--- src/rtl/regfile_pkg.sv ---
// ----------------------------------------------------------------------------
// regfile_pkg
// Shared constants and types for the RV32 register-file sequencer.
//   XLEN                 : register / bus data width
//   NREGS                : number of register storage cells (power of two)
//   AW                   : register address width
//   reg_addr_t           : register index type
//   xword_t              : register data word type
//   regfile_ctrl_state_e : sequencer states (IDLE, READ, RESP, WRITE)
// ----------------------------------------------------------------------------
package regfile_pkg;

   localparam int XLEN  = 32;
   localparam int NREGS = 32;
   localparam int AW    = $clog2(NREGS);

   typedef logic [AW-1:0]   reg_addr_t;
   typedef logic [XLEN-1:0] xword_t;

   typedef enum logic [1:0] {
      IDLE  = 2'd0,
      READ  = 2'd1,
      RESP  = 2'd2,
      WRITE = 2'd3
   } regfile_ctrl_state_e;

endpackage

--- src/rtl/regfile_ctrl_decoder.sv ---
// ----------------------------------------------------------------------------
// onehot_decoder
// Turns a register index into a one-hot select vector, or all zeros when
// the enable is low.
//   i_en     : in,  1     - drive a select this cycle
//   i_addr   : in,  AW    - register index to select
//   o_onehot : out, NREGS - one-hot select (zero when i_en is low)
// ----------------------------------------------------------------------------
module onehot_decoder #(
   parameter int NREGS = 32,
   parameter int AW    = $clog2(NREGS)
) (
   input  logic             i_en,
   input  logic [AW-1:0]    i_addr,
   output logic [NREGS-1:0] o_onehot
);

   // Pure combinational decode; idle means every line is low so no
   // register drives its bus or latches data.
   always_comb begin
      o_onehot = '0;
      if (i_en) begin
         o_onehot[i_addr] = 1'b1;
      end
   end

endmodule

--- src/rtl/regfile_ctrl.sv ---
// ----------------------------------------------------------------------------
// regfile_ctrl
// Sequencer in front of the per-register storage cells. One request carries
// two source reads and an optional destination write. Operands are read
// first and returned over the response handshake; the write happens only
// afterwards, so a read of the destination always sees the old value.
//   clk, reset              : clock, synchronous active-high reset
//   req_valid / req_ready   : request handshake
//   req_rs1, req_rs2        : source register indices
//   req_rd, req_we          : destination index and write request
//   req_wdata               : data to write
//   rsp_valid / rsp_ready   : response handshake
//   rsp_rs1_data/rs2_data   : returned operands
//   enable_a, enable_b      : one-hot read enables onto the shared buses
//   store                   : one-hot store strobe
//   wr_data                 : write-data bus to every register cell
//   a_bus, b_bus            : shared tristate read buses
// ----------------------------------------------------------------------------
module regfile_ctrl #(
   parameter int XLEN  = regfile_pkg::XLEN,
   parameter int NREGS = regfile_pkg::NREGS,
   parameter int AW    = $clog2(NREGS)
) (
   input  logic             clk,
   input  logic             reset,
   input  logic             req_valid,
   output logic             req_ready,
   input  logic [AW-1:0]    req_rs1,
   input  logic [AW-1:0]    req_rs2,
   input  logic [AW-1:0]    req_rd,
   input  logic             req_we,
   input  logic [XLEN-1:0]  req_wdata,
   output logic             rsp_valid,
   input  logic             rsp_ready,
   output logic [XLEN-1:0]  rsp_rs1_data,
   output logic [XLEN-1:0]  rsp_rs2_data,
   output logic [NREGS-1:0] enable_a,
   output logic [NREGS-1:0] enable_b,
   output logic [NREGS-1:0] store,
   output logic [XLEN-1:0]  wr_data,
   input  logic [XLEN-1:0]  a_bus,
   input  logic [XLEN-1:0]  b_bus
);

   import regfile_pkg::*;

   regfile_ctrl_state_e r_state;
   logic [AW-1:0]       r_rs1;
   logic [AW-1:0]       r_rs2;
   logic [AW-1:0]       r_rd;
   logic                r_we;
   logic [XLEN-1:0]     r_wdata;
   logic [XLEN-1:0]     r_rs1Data;
   logic [XLEN-1:0]     r_rs2Data;
   logic                r_rspValid;

   logic                w_enA;
   logic                w_enB;
   logic                w_storeEn;

   // x0 is never put on a bus; its operand is substituted with zero when
   // the bus is captured. A reset arriving during WRITE also cancels the
   // strobe so the storage cell never commits an abandoned request.
   assign w_enA     = (r_state == READ) && (r_rs1 != '0);
   assign w_enB     = (r_state == READ) && (r_rs2 != '0);
   assign w_storeEn = (r_state == WRITE) && !reset;

   assign req_ready    = (r_state == IDLE);
   assign rsp_valid    = r_rspValid;
   assign rsp_rs1_data = r_rs1Data;
   assign rsp_rs2_data = r_rs2Data;
   assign wr_data      = w_storeEn ? r_wdata : '0;

   onehot_decoder #(.NREGS(NREGS), .AW(AW)) u_decA (
      .i_en     (w_enA),
      .i_addr   (r_rs1),
      .o_onehot (enable_a)
   );

   onehot_decoder #(.NREGS(NREGS), .AW(AW)) u_decB (
      .i_en     (w_enB),
      .i_addr   (r_rs2),
      .o_onehot (enable_b)
   );

   // The write path never shares a cycle with the reads, so the store
   // strobe can only appear after the response has been taken.
   onehot_decoder #(.NREGS(NREGS), .AW(AW)) u_decStore (
      .i_en     (w_storeEn),
      .i_addr   (r_rd),
      .o_onehot (store)
   );

   // Main sequencer: accept in IDLE, read for one cycle, hold the response
   // until it is taken, then optionally commit the write for one cycle.
   // Writes to x0 skip WRITE entirely.
   always_ff @(posedge clk) begin
      if (reset) begin
         r_state    <= IDLE;
         r_rs1      <= '0;
         r_rs2      <= '0;
         r_rd       <= '0;
         r_we       <= 1'b0;
         r_wdata    <= '0;
         r_rs1Data  <= '0;
         r_rs2Data  <= '0;
         r_rspValid <= 1'b0;
      end else begin
         case (r_state)
            IDLE: begin
               if (req_valid) begin
                  r_rs1   <= req_rs1;
                  r_rs2   <= req_rs2;
                  r_rd    <= req_rd;
                  r_we    <= req_we;
                  r_wdata <= req_wdata;
                  r_state <= READ;
               end
            end
            READ: begin
               r_rs1Data  <= (r_rs1 == '0) ? '0 : a_bus;
               r_rs2Data  <= (r_rs2 == '0) ? '0 : b_bus;
               r_rspValid <= 1'b1;
               r_state    <= RESP;
            end
            RESP: begin
               if (rsp_ready) begin
                  r_rspValid <= 1'b0;
                  r_state    <= (r_we && (r_rd != '0)) ? WRITE : IDLE;
               end
            end
            WRITE: begin
               r_state <= IDLE;
            end
            default: begin
               r_state <= IDLE;
            end
         endcase
      end
   end

endmodule

--- config.mk ---
export PLATFORM = sky130hd
export DESIGN_NAME = regfile_ctrl
export DESIGN_NICKNAME = d
export VERILOG_FILES = /design/src/rtl/regfile_pkg.sv /design/src/rtl/regfile_ctrl_decoder.sv /design/src/rtl/regfile_ctrl.sv
export SDC_FILE = /design/constraint.sdc
export NUM_CORES = 1
export LEC_CHECK = 0
export BUFFER_PORTS_ARGS = -buffer_cell sky130_fd_sc_hd__buf_2
export CAP_MARGIN = 20
export CORE_ASPECT_RATIO = 0.6
export CORE_MARGIN = 2
export CORE_UTILIZATION = 30
export DETAILED_ROUTE_END_ITERATION = 6
export PLACE_DENSITY_LB_ADDON = 0.25
export SLEW_MARGIN = 20
export SYNTH_ARGS = -nofsm -noshare
export SYNTH_HDL_FRONTEND = slang
export SYNTH_SLANG_ARGS = --single-unit
--- constraint.sdc ---
create_clock -name clk -period 2.3 [get_ports clk]
set_input_delay 0.575 -clock clk [delete_from_list [all_inputs] [get_ports clk]]
set_output_delay 0.575 -clock clk [all_outputs]
set_load 0.01 [all_outputs]
# Word level (Yosys, flattened, before mapping)
# Cells that the tools add are included.
# totals
reg_bits	115
input_bits	116
# classes
n_lt_le_gt_ge	6
eq_ne	5
mux	18
reduce_logical	18
# op_table
operator	n
two-way mux 32 bit	6
less-than comparator 5 x 6 -> 1 bit, second input constant	3
demux 1 bit (select 5 bit)	3
>= comparator 5 x 1 -> 1 bit, second input constant	3
nonzero test 5 bit	3
logical NOT 5 bit	2
one-hot mux 2 bit (4 select lines)	1
logical AND 1 bit	7
two-way mux 2 bit	3
AND reduction 2 bit	3
== test 2 bit, second input constant	2
two-way mux 1 bit	4
inequality test 2 bit, second input constant	2
== test 2 x 1 -> 1 bit, second input constant	1
logical NOT 2 bit	1
one-hot mux 1 bit (2 select lines)	1
nonzero test 2 bit	1
logical NOT 1 bit	1

# Logic depth before layout (Yosys ltp)
# Gate-level depths: netlist of run 1.
# logic_depth
depth_word	5
mapped_depth	5
mapped_depth_nobuf	3

# Cells and area by module
# From an unflattened synthesis of run 1, not the netlist that was laid out.
# hier_totals
cells_unflattened	502
hier_area_um2	4753.3
# by_module_without_submodules
mod	instances	cells_per_inst	area_each_um2	seq_area_each_um2
regfile_ctrl	1	361	4062.6	2302.2
onehot_decoder	3	47	230.2	0.0

# Worst setup path after synthesis of run 1
# No wires, ideal clock.
# synth_timing
path_type	input-to-output
from	input reset
to	output store[19]
t_arrival_ns	1.448
slack_ns	0.277
cell_stages	4
cell_sequence	clkbuf_1 nor2b_2 nand4_1 nor2_1
# synth_between
elab_chain_len	3
# synth_rtl
element	line_no	source
start: declaration	regfile_ctrl.sv:25	input logic reset,
logical NOT 1 bit	regfile_ctrl.sv:66	assign w_storeEn = (r_state == WRITE) && !reset;
logical AND 1 bit	regfile_ctrl.sv:66	
two-way mux 32 bit	regfile_ctrl_decoder.sv:22	if (i_en) begin
end: declaration	regfile_ctrl.sv:39	output logic [NREGS-1:0] store,
# Every way passes these cells.

# Worst setup path after layout of run 1
# layout_timing
from	register r_state[0]
to	output enable_a[5]
# layout_between
elab_chain_len	3
# layout_rtl
element	line_no	source
start: declaration	regfile_ctrl.sv:47	regfile_ctrl_state_e r_state;
start signal: assignment	regfile_ctrl.sv:129	r_state <= (r_we && (r_rd != '0)) ? WRITE : IDLE;
== test 2 x 1 -> 1 bit	regfile_ctrl.sv:64	assign w_enA = (r_state == READ) && (r_rs1 != '0);
logical AND 1 bit	regfile_ctrl.sv:64	
two-way mux 32 bit	regfile_ctrl_decoder.sv:22	
end: declaration	regfile_ctrl.sv:37	output logic [NREGS-1:0] enable_a,
# Every way passes these cells.

==> results.toml, run 1 <==
[clock_tree]
clk_pin_slew_worst_paths_ns = 0.06
clockBufferDepth = 2
htreeDepth = 4
cts_tree = "done"
clock_latency_ns = 0.41
cts_buffers = 17
clkSinkCount = 115
postCtsHoldBufs = 0
clockRootBuffer = "clkbuf_16"

[detailed_routing]
vias = 4791
drt_iter0_drc = 176
drc = 0
wl_per_cell_um = 15.33
routed_wirelength_um = 15960
firstDrtPassIters = 4
postRouteAntennaNets = 0
vias_per_cell = 4.602

[die]
die_h_um = 101.7
io_pins = 310
fp-row-count = 35
fp.coreArea_um2 = 15460
die-area_um2 = 16980
die_x_um = 166.9
initial_core_util_pct = 30.89

[sta]
fin_crit_sh_pct = 98.00
tns_ns = 0
setup_viol = 0
rsz0062_at_grt = "true"
slew_viol_final = 0
fin_skew_ns = 0.01617
post-route-min-period_ns = 2.254
setup_ws_ns = 0.04607
fmax_mhz = 443.7
hold_violations = 0

[synthesis]
synth_mux_area_share_pct = 10.06
synthSimpleGateAreaFrac_pct = 24.29
async_flop_share_pct = 0
synth_top_area_share_pct = 48.21
avgSynthCellArea_um2 = 9.291
synth_area_leaders = "dfxtp_1 (48%), a22o_1 (12%), nor2_1 (11%)"
yosysMostFrequentCell = "nor2_1"
synth_edf_count = 0
synth.distinct_cells = 34
synth_area_um2 = 4776
ys_dominant_reg_cell = "dfxtp_1"
syn_inst = 514
synth_xor_area_share_pct = 0
yosys_warnings = 0
synth_compound_area_share_pct = 12.78
synthAdderAreaFrac_pct = 0
ys_seq_area_share_pct = 48.21
synth_top_family_by_area = "simple AND/OR/NAND/NOR gates"
synth_common_cells = "nor2_1 (136), dfxtp_1 (115), a22o_1 (64)"
yosysTopAreaCell = "dfxtp_1"
synth_seq_cells = 115

[setup_path]
r2r_slack_ns = 0.39
arrival_ns = 1.68
path_delay_family = "simple AND/OR/NAND/NOR gates"
worst-endpoint-required_ns = 1.73
reg2reg_to = "r_wdata[18]"
rr_worst_depth = 7
path_max_fanout = 5
r2r_start = "r_state[1]"
cp-start-kind = "flip-flop"
cp-end-kind = "primary output"
crit_type = "flip-flop to primary output"
path_cells = "nor2b_4 -> buf_6 -> nand3b_1 -> nor3_1 -> buf_2"
crit_buf_inv = 2
critPathSlowestCell = "dfxtp_2"
cp_slowest_stage_delay_ns = 0.33

[power]
ir_drop_mv = 0.3649
p_per_area_nw_per_um2 = 730.7
power_mw = 5.448
p_leak_nw = 3.835

[hold_path]
hold_depth = 2
worstHoldEndpoint = "rsp_rs2_data[14]"
hold_start = "b_bus[14]"
min_path_type = "primary input to flip-flop"

[cells_and_area]
final-seq-area_um2 = 2313
multiInputGateArea_um2 = 2461
syn2layout_area_growth_pct = 56.12
instances_no_fill = 1041
antenna_cells = 0
final_nets = 941
drive_above_1_share_pct = 50.48
nFillCells = 1552

[grt]
grt_usage_pct = 17.95
grt_max_degree = 65
grt_pass1_wl_um = 24010
grt_pass1_vias = 4476
grt_overflow = 0
antenna_found_initial = 0

[job]
max_cap_violations = 0

[placed_design]
place_congestion = 0.7444
dp.cells = 999
dp_hpwl_um = 11430
place_ws_ns = 0.03540
portBuffers = 307

[outcome]
status = "completed"
[final cells by class]
class | count | area share [%]
clock buffer | 18 | 5.756
tap | 203 | 3.407
clock inverter | 14 | 2.114
multi-input combinational | 356 | 33.01
sequential | 115 | 31.03
timing repair buffer | 335 | 24.69
[where the power goes]
part | switching (mW) | total, mW | leakage [nW] | internal (mW)
registers | 0.0949 | 2.20 | 0.941 | 2.11
logic | 0.318 | 0.623 | 2.62 | 0.305
clock network | 1.02 | 2.62 | 0.271 | 1.61
total | 1.43 | 5.45 | 3.84 | 4.02
[layer usage]
metal | GRT usage [%] | vias up | routed length [µm]
met5 | 0 | - | 0
met4 | 5.172 | 0 | 103
met3 | 5.197 | 7 | 974
met2 | 27.16 | 166 | 7219
met1 | 24.96 | 2197 | 7665
li1 | - | 2421 | -
[stage by stage]
| stage | util, % | area, µm² | hold WS (ns) |
|---|---|---|---|
| CTS | 46.87 | 7246 | 0.3481 |
| finish | 48.23 | 7456 | 0.3699 |
| detailed placement | 42.24 | 6530 | 0.4498 |
| floorplan | - | 4780 | 0.4516 |
| global route | 48.23 | 7456 | 0.3538 |
| global placement | 42.24 | 6530 | 0.4525 |
[cell usage in the layout, fill, tap and decap left out, types with 3 or more instances in the layout]
master / n
buf_2: 304
nor2_1: 121
dfxtp_1: 106
a22o_1: 64
mux2i_1: 48
and3_1: 32
clkbuf_16: 17
buf_4: 16
nand3b_1: 14
nor2_2: 12
buf_6: 11
dfxtp_2: 9
nor3_2: 6
nor3_1: 5
clkinvlp_4: 5
or3b_2: 4
nand2_1: 4
nor3b_2: 4
nor2_4: 4
nand2b_1: 4
clkinv_4: 4
nand2_4: 3
nand3_1: 3
buf_12: 3
[worst register-to-register path: stages, from the launching register on]
cell     delay [ns]
dfxtp_2        0.33
buf_6          0.13
buf_4          0.15
buf_4          0.21
nor3b_4        0.27
buf_4          0.40
mux2i_1        0.25
nor2_1         0.05
[registers in the layout, summed over array words and instances, names as in the netlist, 2 cells and up]
signal / count
r_rd: 5
rsp_rs1_data: 32
r_wdata: 32
r_rs1: 5
r_rs2: 5
rsp_rs2_data: 32
r_state: 2
[worst max path at each step]
| stage | from | endpoint | slack [ns] | depth (start not counted) |
|---|---|---|---|---|
| 3_3_place_gp | reset | store[27] | 0.1 | 5 |
| 4_1_cts | r_state[0] | enable_b[7] | -0.02 | 5 |
| 6_report | r_state[0] | enable_a[5] | 0.05 | 5 |
| 5_1_grt | r_state[0] | enable_a[5] | -0.08 | 5 |
| 3_5_place_dp | reset | store[3] | 0.04 | 5 |
| 2_1_floorplan | reset | store[19] | 0.28 | 4 |
[cell families after synthesis]
kind of cell / after synthesis
AO/OA/AOI/OAI: 70
buffers and inverters: 44
flip-flops: 115
multiplexers: 48
other: 1
AND/OR/NAND/NOR: 236
[what timing repair did]
item                       CTS  global route
setup endpoints to repair   94            60
setup buffers                7             3
pin swaps                    4            15
resized for setup           19            51
Power figures use the tool's default switching activity.
==> inputs of run 2 (changes only) <==
- clock period: 2.3 -> 2.46 ns (I/O delays scaled with it)
==> run 2 against run 1 <==
Against the previous run:
- largest power group unchanged
- utilization shrank 0.91 points
- clock skew is 0.0063 ns lower
- global-route usage up 0.10 points
==> results.toml, run 2 (synthesis results as in run 1) <==
[sta]
tns_ns = 0
hold_violations = 0
fin_crit_sh_pct = 95.68
slew_viol_final = 0
fmax_mhz = 424.9
setup_viol = 0
max_slew_margin_pct = 39.39
worst_pin_slew_ns = 0.9070
fin_skew_ns = 0.009913
hold_slack_ns = 0.4197
rsz0062_at_grt = "true"
post-route-min-period_ns = 2.354

[clock_tree]
clockRootBuffer = "clkbuf_16"
clkSinkCount = 115
cts_buffers = 17
clockBufferDepth = 2
postCtsHoldBufs = 0
clk_pin_slew_worst_paths_ns = 0.06
htreeDepth = 4
clock_latency_ns = 0.40
cts_tree = "done"

[grt]
grt_pass1_wl_um = 24240
antenna_found_initial = 0
grt_max_degree = 40
grt_overflow = 0
grt_pass1_vias = 4470
grt_usage_pct = 18.05

[setup_path]
cp-end-kind = "primary output"
path_max_fanout = 14
cp_slowest_stage_delay_ns = 0.37
reg2reg_to = "rsp_rs1_data[3]"
path_delay_family = "simple AND/OR/NAND/NOR gates"
arrival_ns = 1.74
worst-endpoint-required_ns = 1.85
r2r_start = "r_state[0]"
crit_type = "flip-flop to primary output"
cp-start-kind = "flip-flop"
rr_worst_depth = 5
r2r_slack_ns = 0.50
critPathSlowestCell = "dfxtp_4"
path_cells = "buf_12 -> nor3b_4 -> buf_6 -> nand2_4 -> nor4_4 -> buf_2"
crit_buf_inv = 3

[die]
die-area_um2 = 16980
fp.coreArea_um2 = 15460
initial_core_util_pct = 30.89
die_h_um = 101.7
io_pins = 310
die_x_um = 166.9
fp-row-count = 35

[detailed_routing]
vias = 4801
drc = 0
vias_per_cell = 4.630
firstDrtPassIters = 4
postRouteAntennaNets = 0
drt_iter0_drc = 203
wl_per_cell_um = 15.38
routed_wirelength_um = 15950

[cells_and_area]
antenna_cells = 0
final_nets = 937
drive_above_1_share_pct = 47.12
layout_common_cells = "buf_2 (307), nor2_1 (136), dfxtp_1 (111), a22o_1 (64), mux2i_1 (48)"
syn2layout_area_growth_pct = 53.16
layout_commonest_cell = "buf_2"
final_area_um2 = 7315
instances_no_fill = 1037
nFillCells = 1523

[job]
max_cap_violations = 0

[placed_design]
dp.cells = 1001
dp_hpwl_um = 11720
place_congestion = 0.7301
place_area_um2 = 6520
portBuffers = 307

[hold_path]
hold_start = "b_bus[18]"
hold_depth = 2
min_path_type = "primary input to flip-flop"
worstHoldEndpoint = "rsp_rs2_data[18]"

[power]
ir_drop_mv = 0.3936
power_mw = 5.229
p_per_area_nw_per_um2 = 714.9
p_leak_nw = 3.786

[outcome]
status = "completed"
## run 2: changes by cell type in the layout (fill, tap and decap cells not counted), moves of 5 or more
cell     previous run  this run
nor3_1              5        10
nor2_2             12         0
nor2_1            121       136
nor3_2              6         1
buf_6              11         2
dfxtp_2             9         3
dfxtp_1           106       111
## run 2: layout make-up
class | instances | area (µm²) | area share, %
clock buffer | 19 | 452.9 | 6.192
clock inverter | 13 | 170.2 | 2.326
multi-input combinational | 356 | 2379 | 32.52
sequential | 115 | 2310 | 31.58
tap | 203 | 254.0 | 3.472
timing repair buffer | 331 | 1749 | 23.91
## run 2: worst max path at each step
stage          startpoint      endpoint  slack (ns)  cells past startpoint
6_report       r_state[1]  enable_a[16]        0.11                      6
4_1_cts        r_state[0]     store[12]       -0.02                      5
3_5_place_dp        reset     store[21]        0.14                      5
3_3_place_gp        reset     store[27]        0.18                      5
2_1_floorplan       reset     store[19]        0.36                      4
5_1_grt        r_state[1]  enable_a[16]       -0.02                      6
## run 2: per-stage QoR
stage | util, % | setup WS (ns)
floorplan | - | 0.3567
global placement | 42.18 | 0.1838
detailed placement | 42.18 | 0.1437
CTS | 46.53 | -0.02311
global route | 47.32 | -0.02257
finish | 47.32 | 0.1063
## run 2: metal layers
layer / vias to the layer above / part of all wire [%] / track usage (%)
met5: - / 0 / 0
met4: 0 / 0.82 / 4.973
met3: 9 / 5.9 / 4.924
met2: 167 / 44 / 27.70
met1: 2214 / 49 / 25.04
li1: 2411 / - / -
## run 2: repair_timing
item	CTS	global route
endpoints found under the setup margin	51	90
gates resized for setup	7	26
pin swaps	2	3
buffers inserted	3	1
cloned	0	0
## run 2: power breakdown
group,switching (mW),internal (mW),leakage (nW)
clock,0.945,1.66,0.297
combinational,0.291,0.272,2.55
sequential,0.0895,1.97,0.940
==> inputs of run 3 (changes only) <==
- ABC_AREA: default -> 1
==> run 3 against run 2 <==
Against the previous run:
- critical path depth unchanged
- worst hold slack got worse by 0.0076 ns
- cell count grew 18%
- via count rose by 15%
- wire length increased by 5.6%
- combinational power rose by 31%
- sequential share of layout area up 0.26 points
- clock-buffer cell count unchanged
- worst setup slack gained 0.0040 ns
- critical endpoint is now wr_data[4]
- largest cell class is now registers
- highest routed layer unchanged
==> results.toml, run 3 <==
[power]
p_leak_nw = 3.501
p_int_mw = 3.672
clkPwrFrac_pct = 45.1
p_per_area_nw_per_um2 = 707.9
p_seq_share_pct = 40.6
ir_drop_mv = 0.4406
netSwitchingFraction_pct = 28.31
power_mw = 5.122
power_frac_comb_pct = 14.4
power.switching_mw = 1.450

[die]
fp.coreArea_um2 = 16170
die_x_um = 169.8
fp-row-count = 36
initial_core_util_pct = 30.59
die-area_um2 = 17570
die_h_um = 103.5
io_pins = 310

[setup_path]
crit_type = "flip-flop to primary output"
path_max_fanout = 33
worst-endpoint-required_ns = 1.85
path_delay_family = "buffers and inverters"
arrival_ns = 1.73
r2r_start = "r_state[0]"
cp-start-kind = "flip-flop"
path_cells = "inv_2 -> nor3_4 -> inv_1 -> buf_6 -> nor2_1 -> buf_2"
cp_slowest_stage_delay_ns = 0.37
r2r_slack_ns = 0.60
crit_buf_inv = 4
startpoint = "r_state[0]"
cp-end-kind = "primary output"
critPathSlowestCell = "dfxtp_1"

[grt]
grt_pass1_vias = 4758
grt_pass1_wl_um = 24700
grt_max_degree = 67
grt_usage_pct = 17.86
antenna_found_initial = 0
grt_overflow = 0

[outcome]
status = "completed"

[sta]
hold_violations = 0
max_slew_margin_pct = 52.17
slew_viol_final = 0
setup_ws_ns = 0.1103
rsz0062_at_grt = "true"
fin_skew_ns = 0.01031
setup_viol = 0
fin_crit_sh_pct = 95.52
worst_pin_slew_ns = 0.7174
fmax_mhz = 425.6
post-route-min-period_ns = 2.350

[synthesis]
ys_dominant_reg_cell = "dfxtp_1"
avgSynthCellArea_um2 = 7.007
synth_top_area_share_pct = 46.54
synth_seq_cells = 115
yosys_warnings = 0
yosysMostFrequentCell = "nor2_1"
async_flop_share_pct = 0
syn_inst = 706
synth_area_leaders = "dfxtp_1 (47%), a21oi_1 (11%), nor2_1 (11%)"
ys_seq_area_share_pct = 46.54
synth_edf_count = 0
synth.distinct_cells = 21
synth_common_cells = "nor2_1 (142), dfxtp_1 (115), a21oi_1 (110)"
synth_area_um2 = 4947
yosysTopAreaCell = "dfxtp_1"

[cells_and_area]
final_nets = 1118
drive_above_1_share_pct = 36.69
nFillCells = 1708
syn2layout_area_growth_pct = 46.23
layout_common_cells = "buf_2 (307), nor2_1 (140), dfxtp_1 (114), a21oi_1 (110), nand3_1 (86)"
layout_commonest_cell = "buf_2"

[detailed_routing]
vias_per_cell = 4.527
drt_iter0_drc = 212
routed_wirelength_um = 16840
vias = 5541
wl_per_cell_um = 13.76
postRouteAntennaNets = 0
drc = 0
firstDrtPassIters = 4

[hold_path]
hold_start = "rsp_ready"
min_path_type = "primary input to flip-flop"

[clock_tree]
cts_tree = "done"
clockBufferDepth = 2
clk_pin_slew_worst_paths_ns = 0.05
cts_buffers = 17
clkSinkCount = 115
clock_latency_ns = 0.41
htreeDepth = 4
clockRootBuffer = "clkbuf_16"

[placed_design]
place_congestion = 0.7677
place_ws_ns = 0.1863
dp_hpwl_um = 12370
portBuffers = 307

[job]
max_cap_violations = 0
[run 3: changes by cell type after synthesis, sizes merged, moves of 14 or more]
cell	before	now
nand3b	14	0
inv	0	60
nand2	9	82
a21oi	1	110
mux2i	48	0
and3	32	0
o21ai	1	48
a22o	64	0
nand3	7	94
[run 3: layout make-up]
| type | instances | area, µm² | share of cell area [%] |
|---|---|---|---|
| Clock inverter | 12 | 108.9 | 1.505 |
| Multi-Input combinational cell | 485 | 2217 | 30.65 |
| Timing Repair Buffer | 323 | 1673 | 23.12 |
| Tap cell | 209 | 261.5 | 3.615 |
| Clock buffer | 19 | 442.9 | 6.122 |
| Antenna cell | 1 | 2.502 | 0.03459 |
| Inverter | 60 | 225.2 | 3.113 |
| Sequential cell | 115 | 2303 | 31.84 |
[run 3: path summary, 6_finish.rpt]
| path | to | cells past startpoint |
|---|---|---|
| worst max-delay path | wr_data[4] | 6 |
| worst min-delay path | rsp_valid | 2 |
| worst max register to register | rsp_rs1_data[27] | 8 |
| worst min register to register | r_wdata[1] | 2 |
[run 3: power by group through the flow]
| stage | clock [mW] | combinational, mW | sequential [mW] |
|---|---|---|---|
| detailed placement | 0 | 0.730 | 2.11 |
| finish | 2.31 | 0.736 | 2.08 |
| floorplan | 0 | 0.435 | 2.13 |
| global placement | 0 | 0.729 | 2.11 |
| global route | 2.46 | 0.832 | 2.09 |
| CTS | 2.38 | 0.742 | 2.07 |
[run 3: per-layer routing]
| metal | global-route usage (%) | part of all wire, % | wire [µm] |
|---|---|---|---|
| met3 | 4.718 | 5.7 | 954 |
| met1 | 23.59 | 47 | 7925 |
| met2 | 28.73 | 46 | 7761 |
| met4 | 5.917 | 1.2 | 199 |
| met5 | 0 | 0 | 0 |
[run 3: cells by family after synthesis]
logic type / share of synthesized area [%]
buf+inv: 9.130
flops: 46.54
compound gates: 16.14
other cells: 0.07580
simple gates: 28.12
[run 3: repair_timing]
action | 4_1_cts | 5_1_grt
gates resized for setup | 1 | 7
hold buffers | 0 | 0
endpoints found under the setup margin | 13 | 71
pin swaps | 1 | 1
setup buffers | 4 | 0
[run 3: stage by stage]
step | std cells | TNS [ns] | hold slack (ns) | instance area, µm² | utilization [%]
after floorplan | 707 | 0 | 0.4294 | 4951 | -
after global placement | 1188 | 0 | 0.4469 | 6625 | 40.97
after detailed placement | 1188 | 0 | 0.4456 | 6625 | 40.97
after CTS | 1223 | -0.00003719 | 0.3935 | 7209 | 44.58
after global routing | 1223 | -0.05495 | 0.4063 | 7232 | 44.72
final | 1224 | 0 | 0.4121 | 7234 | 44.74
